<file path="src/rtl/ps2_pkg.sv">
// Shared constants for the PS/2 keyboard receiver: FSM encodings, prefix bytes,
// FIFO entry layout and error-flag bit positions.
package ps2_pkg;

  localparam logic [1:0] StIdle   = 2'd0;
  localparam logic [1:0] StData   = 2'd1;
  localparam logic [1:0] StParity = 2'd2;
  localparam logic [1:0] StStop   = 2'd3;

  localparam logic [7:0] PS2_EXT = 8'hE0;
  localparam logic [7:0] PS2_BRK = 8'hF0;

  localparam int unsigned ENTRY_W   = 10;
  localparam int unsigned ENTRY_BRK = 8;
  localparam int unsigned ENTRY_EXT = 9;

  localparam int unsigned ERR_PARITY  = 0;
  localparam int unsigned ERR_TIMEOUT = 1;

  function automatic logic [ENTRY_W-1:0] make_entry(input logic ext, input logic brk,
                                                    input logic [7:0] code);
    return {ext, brk, code};
  endfunction

endpackage

</file>
<file path="src/rtl/ps2_code_fifo.sv">
// Generic synchronous circular FIFO with show-ahead head output and occupancy count.
// A pop on a full FIFO frees the slot so a same-cycle push is accepted.
module ps2_code_fifo #(
  parameter int unsigned WIDTH = 10,
  parameter int unsigned DEPTH = 8,
  parameter int unsigned AW    = 3
) (
  input  logic             clk,
  input  logic             rst_n,
  input  logic             push,
  input  logic             pop,
  input  logic [WIDTH-1:0] wdata,
  output logic [WIDTH-1:0] rdata,
  output logic [AW:0]      count,
  output logic             full,
  output logic             empty
);

  logic [WIDTH-1:0] mem [DEPTH];
  logic [AW-1:0]    wr_ptr_q, rd_ptr_q;
  logic [AW:0]      count_q, count_d;
  logic             do_push, do_pop;

  assign empty   = (count_q == '0);
  assign full    = (count_q == (AW+1)'(DEPTH));
  assign do_pop  = pop & ~empty;
  assign do_push = push & (~full | do_pop);

  always_comb begin
    count_d = count_q;
    case ({do_push, do_pop})
      2'b10:   count_d = count_q + (AW+1)'(1);
      2'b01:   count_d = count_q - (AW+1)'(1);
      default: count_d = count_q;
    endcase
  end

  always_ff @(posedge clk or negedge rst_n) begin
    if (!rst_n) begin
      wr_ptr_q <= '0;
      rd_ptr_q <= '0;
      count_q  <= '0;
    end else begin
      if (do_push) wr_ptr_q <= wr_ptr_q + AW'(1);
      if (do_pop)  rd_ptr_q <= rd_ptr_q + AW'(1);
      count_q <= count_d;
    end
  end

  always_ff @(posedge clk) begin
    if (do_push) mem[wr_ptr_q] <= wdata;
  end

  assign rdata = mem[rd_ptr_q];
  assign count = count_q;

endmodule

</file>
<file path="src/rtl/ps2_keyboard_receiver.sv">
// Oversampling PS/2 keyboard receiver: synchronises and deglitches the PS/2 lines,
// deframes 11-bit frames, folds E0/F0 prefixes into flags and queues codes in a FIFO.
module ps2_keyboard_receiver
  import ps2_pkg::*;
#(
  parameter int unsigned FILTER_LEN     = 8,
  parameter int unsigned TIMEOUT_CYCLES = 50000,
  parameter int unsigned FIFO_DEPTH     = 8,
  parameter int unsigned FIFO_AW        = 3
) (
  input  logic               Clock,
  input  logic               Reset,
  input  logic               iPS2_CLK,
  input  logic               iPS2_DATA,
  input  logic               iRead,
  input  logic               iClearErr,
  output logic               oValid,
  output logic [7:0]         oCode,
  output logic               oBreak,
  output logic               oExtended,
  output logic [FIFO_AW:0]   oCount,
  output logic               oErr,
  output logic [1:0]         oErrFlags,
  output logic               oOverflow
);

  localparam int unsigned FW = $clog2(FILTER_LEN) + 1;
  localparam int unsigned TW = $clog2(TIMEOUT_CYCLES) + 1;

  logic [1:0]         clk_sync, data_sync;
  logic               clk_s, data_s;
  logic [FW-1:0]      filt_cnt;
  logic               filt_clk, filt_prev, fall;
  logic [1:0]         state_q, state_d;
  logic [2:0]         bitcnt_q, bitcnt_d;
  logic [7:0]         shreg_q, shreg_d;
  logic               par_q, par_d;
  logic [TW-1:0]      to_cnt_q;
  logic               frame_ok, frame_bad, timeout;
  logic               rx_vld_q;
  logic [7:0]         rx_byte_q;
  logic               ext_q, brk_q;
  logic               push;
  logic [ENTRY_W-1:0] entry, head;
  logic [FIFO_AW:0]   fifo_count;
  logic               fifo_full, fifo_empty;
  logic               err_q, overflow_q;
  logic [1:0]         err_flags_q, err_flags_d;

  always_ff @(posedge Clock or negedge Reset) begin
    if (!Reset) begin
      clk_sync  <= 2'b11;
      data_sync <= 2'b11;
    end else begin
      clk_sync  <= {clk_sync[0], iPS2_CLK};
      data_sync <= {data_sync[0], iPS2_DATA};
    end
  end

  assign clk_s  = clk_sync[1];
  assign data_s = data_sync[1];

  // Filtered clock only follows the line after FILTER_LEN consecutive differing samples.
  always_ff @(posedge Clock or negedge Reset) begin
    if (!Reset) begin
      filt_cnt  <= '0;
      filt_clk  <= 1'b1;
      filt_prev <= 1'b1;
    end else begin
      filt_prev <= filt_clk;
      if (clk_s == filt_clk) begin
        filt_cnt <= '0;
      end else if (filt_cnt == FW'(FILTER_LEN - 1)) begin
        filt_clk <= clk_s;
        filt_cnt <= '0;
      end else begin
        filt_cnt <= filt_cnt + FW'(1);
      end
    end
  end

  assign fall = filt_prev & ~filt_clk;

  always_comb begin
    state_d   = state_q;
    bitcnt_d  = bitcnt_q;
    shreg_d   = shreg_q;
    par_d     = par_q;
    frame_ok  = 1'b0;
    frame_bad = 1'b0;
    timeout   = 1'b0;
    if (fall) begin
      unique case (state_q)
        StIdle: begin
          if (!data_s) begin
            state_d  = StData;
            bitcnt_d = 3'd0;
          end
        end
        StData: begin
          shreg_d  = {data_s, shreg_q[7:1]};
          bitcnt_d = bitcnt_q + 3'd1;
          if (bitcnt_q == 3'd7) state_d = StParity;
        end
        StParity: begin
          par_d   = data_s;
          state_d = StStop;
        end
        StStop: begin
          state_d = StIdle;
          if (data_s && ((^shreg_q) ^ par_q)) frame_ok = 1'b1;
          else                                frame_bad = 1'b1;
        end
        default: state_d = StIdle;
      endcase
    end else if (state_q != StIdle && to_cnt_q == TW'(TIMEOUT_CYCLES - 1)) begin
      timeout = 1'b1;
      state_d = StIdle;
    end
  end

  always_ff @(posedge Clock or negedge Reset) begin
    if (!Reset) begin
      state_q   <= StIdle;
      bitcnt_q  <= '0;
      shreg_q   <= '0;
      par_q     <= 1'b0;
      to_cnt_q  <= '0;
      rx_vld_q  <= 1'b0;
      rx_byte_q <= '0;
      err_q     <= 1'b0;
    end else begin
      state_q  <= state_d;
      bitcnt_q <= bitcnt_d;
      shreg_q  <= shreg_d;
      par_q    <= par_d;
      to_cnt_q <= (fall || state_q == StIdle) ? '0 : to_cnt_q + TW'(1);
      rx_vld_q <= frame_ok;
      if (frame_ok) rx_byte_q <= shreg_q;
      err_q    <= frame_bad | timeout;
    end
  end

  // Prefix bytes only update flags; any other code is queued with the pending flags.
  assign push  = rx_vld_q && (rx_byte_q != PS2_EXT) && (rx_byte_q != PS2_BRK);
  assign entry = make_entry(ext_q, brk_q, rx_byte_q);

  always_ff @(posedge Clock or negedge Reset) begin
    if (!Reset) begin
      ext_q <= 1'b0;
      brk_q <= 1'b0;
    end else if (frame_bad || timeout) begin
      ext_q <= 1'b0;
      brk_q <= 1'b0;
    end else if (rx_vld_q) begin
      if (rx_byte_q == PS2_EXT) begin
        ext_q <= 1'b1;
      end else if (rx_byte_q == PS2_BRK) begin
        brk_q <= 1'b1;
      end else begin
        ext_q <= 1'b0;
        brk_q <= 1'b0;
      end
    end
  end

  ps2_code_fifo #(
    .WIDTH (ENTRY_W),
    .DEPTH (FIFO_DEPTH),
    .AW    (FIFO_AW)
  ) u_fifo (
    .clk   (Clock),
    .rst_n (Reset),
    .push  (push),
    .pop   (iRead),
    .wdata (entry),
    .rdata (head),
    .count (fifo_count),
    .full  (fifo_full),
    .empty (fifo_empty)
  );

  always_comb begin
    err_flags_d = iClearErr ? 2'b00 : err_flags_q;
    if (frame_bad) err_flags_d[ERR_PARITY]  = 1'b1;
    if (timeout)   err_flags_d[ERR_TIMEOUT] = 1'b1;
  end

  always_ff @(posedge Clock or negedge Reset) begin
    if (!Reset) begin
      err_flags_q <= 2'b00;
      overflow_q  <= 1'b0;
    end else begin
      err_flags_q <= err_flags_d;
      if (push && fifo_full && !iRead) overflow_q <= 1'b1;
      else if (iClearErr)              overflow_q <= 1'b0;
    end
  end

  assign oValid    = ~fifo_empty;
  assign oCode     = oValid ? head[7:0] : 8'h00;
  assign oBreak    = oValid & head[ENTRY_BRK];
  assign oExtended = oValid & head[ENTRY_EXT];
  assign oCount    = fifo_count;
  assign oErr      = err_q;
  assign oErrFlags = err_flags_q;
  assign oOverflow = overflow_q;

endmodule

</file>
<file path="config.mk">
export PLATFORM = sky130hd
export DESIGN_NAME = ps2_keyboard_receiver
export DESIGN_NICKNAME = d
export VERILOG_FILES = /design/src/rtl/ps2_pkg.sv /design/src/rtl/ps2_code_fifo.sv /design/src/rtl/ps2_keyboard_receiver.sv
export SDC_FILE = /design/constraint.sdc
export NUM_CORES = 1
export LEC_CHECK = 0
export CORE_MARGIN = 2
export CORE_UTILIZATION = 57
export CTS_BUF_LIST = sky130_fd_sc_hd__clkbuf_2 sky130_fd_sc_hd__clkbuf_4 sky130_fd_sc_hd__clkbuf_8
export DETAILED_ROUTE_END_ITERATION = 10
export GPL_TIMING_DRIVEN = 0
export PLACE_DENSITY = 0.76
export SLEW_MARGIN = 10
export SYNTH_ARGS = -nofsm -noshare
export SYNTH_HDL_FRONTEND = slang
export SYNTH_SLANG_ARGS = --single-unit
</file>
<file path="constraint.sdc">
create_clock -name Clock -period 4.3 [get_ports Clock]
set_input_delay 0.645 -clock Clock [delete_from_list [all_inputs] [get_ports Clock]]
set_output_delay 0.645 -clock Clock [all_outputs]
set_load 0.1 [all_outputs]
</file>
==> flow_summary.json <==
{
  "async_flop_share": 0.4521,
  "nNetsFinal": 457,
  "synth_most_common_cell": "edfxtp_1",
  "htree_num_levels": 4,
  "worst_path_max_delay_cell": "clkdlybuf4s50_1",
  "critPathArrivalTime_ns": 3.20,
  "p_leak_nw": 2.799,
  "ant_nets": 0,
  "cts.sinks": 146,
  "cts_buffers": 17,
  "grt.met1_usage": 0.2551,
  "synth_cells": 393,
  "post_cts_buffers": 0,
  "hp-class": "in -> async",
  "period_share": 0.8948,
  "layout_setup_ws_ns": 0.4522,
  "num_vias": 3278,
  "path_cells": "clkbuf_1, nor4_1, clkbuf_1, nor2_1, clkdlybuf4s50_1",
  "r2r-start": "u_fifo.count[1]",
  "yosysWarnings": 0,
  "power.switching_mw": 1.194,
  "die_w_um": 107.3,
  "vias_per_cell": 5.584,
  "cts_tree": "done",
  "synth_top_area_share": 0.3952,
  "ys_seq_area_frac": 0.6682,
  "yosysUniqueCellTypes": 44,
  "worst_slew_pin_slew_ns": 1.138,
  "ys_ff_latch": 146,
  "internal-power_mw": 2.304,
  "syn-num-nets": 412,
  "path_buf_inv": 3,
  "grt_max_degree": 67,
  "core_area_mm2": 0.01032,
  "drt-wirelength-per-cell_um": 17.31,
  "cpMostUsedCell": "clkbuf_1",
  "drive_above_1_share": 0.2018,
  "diodes": 0,
  "clock_latency_ns": 0.43,
  "yosys-top-cells-area": "edfxtp_1, dfrtp_1, mux4_2, mux2_2, xnor2_1",
  "antenna_found_initial": 0,
  "dr.pass1.iters": 4,
  "wl_um": 10160,
  "io_pins": 25,
  "busiest_layer": "met2",
  "netlist_area_mm2": 0.006078,
  "rows": 37,
  "final_hold_viol_count": 0,
  "power_density_mw_per_mm2": 506.2,
  "critPathTopFamily": "buffers and inverters",
  "met2_usage": 0.3422,
  "clock_power_share": 0.302,
  "crit_fanout": 10,
  "initialDrtViolationCount": 159,
  "worst-r2r-setup-slack_ns": 1.57,
  "dieArea_mm2": 0.01151,
  "cts_hold_buf": 0,
  "fin_crit_ns": 3.848,
  "cts_buffer_depth": 2,
  "yosys_most_used_dff": "edfxtp_1",
  "post_cts_resized": 0,
  "syn2layout_area_growth_pct": 13.69,
  "synth_edf_count": 80,
  "first_global_vias": 3509,
  "cap_violations": 0,
  "gp_congestion": 0.7663,
  "die_h_um": 107.3,
  "max-slew-margin-rel": 0.2383,
  "netlist_top_cells_count": "edfxtp_1, dfrtp_1, nor2_1",
  "yosysTopAreaCell": "edfxtp_1",
  "crit_type": "reg -> out",
  "start_kind": "register",
  "io_buffers": 24,
  "use_met3": 0.04298,
  "setup_viol": 0,
  "r2r_end": "u_fifo.count[2]",
  "syn_avg_cell_area_um2": 15.47,
  "r2r_cells": 10,
  "tns_ns": 0,
  "fin_worst_skew_ns": 0.009859,
  "pwr-share-comb": 0.239,
  "maxSlewViolCount": 0,
  "place_ws_ns": 0.9407,
  "initial_core_util": 0.5888,
  "required_ns": 3.65,
  "drc_errors": 0,
  "status": "complete, no violations",
  "rsz0062_at_grt": "no",
  "grtUsageTotal": 0.2002,
  "grt-ovfl-total": 0,
  "clk_pin_slew_ns": 0.09,
  "fmax_mhz": 259.9,
  "pwr-share-seq": 0.459,
  "switching_share": 0.3413,
  "cts-root-buf": "clkbuf_8",
  "dp_hpwl_um": 6812,
  "vdd_drop_max_mv": 0.3072,
  "grt_pass1_wl_um": 17330,
  "cpPeakStageDelay_ns": 0.98,
  "worstSetupEndpointType": "output pin"
}
## cells by family (layout without fill, tap and decap cells)
| group | Yosys count | in the layout | synth area share |
|---|---|---|---|
| mux | 54 | 54 | 0.1344 |
| simple gates | 102 | 102 | 0.08255 |
| fa+ha+maj | 13 | 13 | 0.02676 |
| buf+inv | 23 | 81 | 0.01461 |
| compound gates | 25 | 25 | 0.02676 |
| flops | 146 | 146 | 0.6682 |
| xor+xnor | 30 | 30 | 0.04673 |
## registers in the layout, indices dropped and copies added (netlist names), 2 cells and up
signal and flops:
state_q 2, to_cnt_q 17, clk_sync 2, u_fifo.count 4, data_sync 2, u_fifo.mem 80, u_fifo.rd_ptr_q 3, bitcnt_q 3
shreg_q 8, rx_byte_q 8, oErrFlags 2, u_fifo.wr_ptr_q 3, filt_cnt 4
## power by group through the flow
stage | Sequential (mW) | Combinational [mW] | Clock (mW)
final | 1.60 | 0.837 | 1.06
after global placement | 1.63 | 0.829 | 0
after global routing | 1.62 | 0.894 | 1.13
after detailed placement | 1.63 | 0.846 | 0
after floorplan | 1.76 | 0.516 | 0
after CTS | 1.60 | 0.852 | 1.08
## stage by stage
step	hold WS [ns]	power [mW]	instance area (µm²)	instances	utilization
finish	0.2914	3.498	6910	587	0.6694
detailed placement	0.3484	2.481	6511	555	0.6307
global route	0.3637	3.640	6910	587	0.6694
CTS	0.3051	3.532	6910	587	0.6694
floorplan	0.3452	2.277	6078	393	-
global placement	0.3458	2.457	6489	553	0.6285
## cell type report
cell class,instances,area (µm²)
clock buffers,17,234.0
repair buffers,26,252.7
fillers,703,3413
plain buffers,11,43.79
well taps,136,170.2
flip-flops and latches,146,4061
inverters,12,45.04
multi-input cells,224,1938
clock inverters,15,165.2
## worst max-delay path by stage
stage | startpoint | to | slack (ns) | depth (start not counted)
4_1_cts | u_fifo.count[1] | oCode[1] | 0.44 | 5
5_1_grt | u_fifo.count[1] | oCode[0] | 0.20 | 5
6_report | u_fifo.count[1] | oCode[0] | 0.45 | 5
3_3_place_gp | Reset | to_cnt_q[15] | 0.49 | 1
2_1_floorplan | u_fifo.count[1] | oBreak | 0.82 | 4
3_5_place_dp | u_fifo.count[1] | oCode[1] | 0.94 | 5
## cell usage in the layout, fill, tap and decap left out, types with 5 or more instances in the layout
cell,synthesis,final
xor2_1,9,9
nor2_1,39,39
dfrtp_1,60,60
clkbuf_1,9,9
mux4_2,20,20
inv_1,12,12
nor3_1,10,8
o21ai_0,7,7
xnor2_1,19,19
inv_6,0,5
clkbuf_8,0,17
mux2i_1,13,13
nand3_1,11,11
edfxtp_1,80,80
a21oi_1,7,7
mux2_2,21,21
ha_1,13,13
clkdlybuf4s50_1,0,23
dfstp_2,6,6
nand2_1,16,16
## metal layers
metal,up-vias,share of wire
li1,1541,-
met1,1671,0.43
met2,57,0.52
met3,9,0.032
met4,0,0.011
met5,-,0
Power figures use the tool's default switching activity.
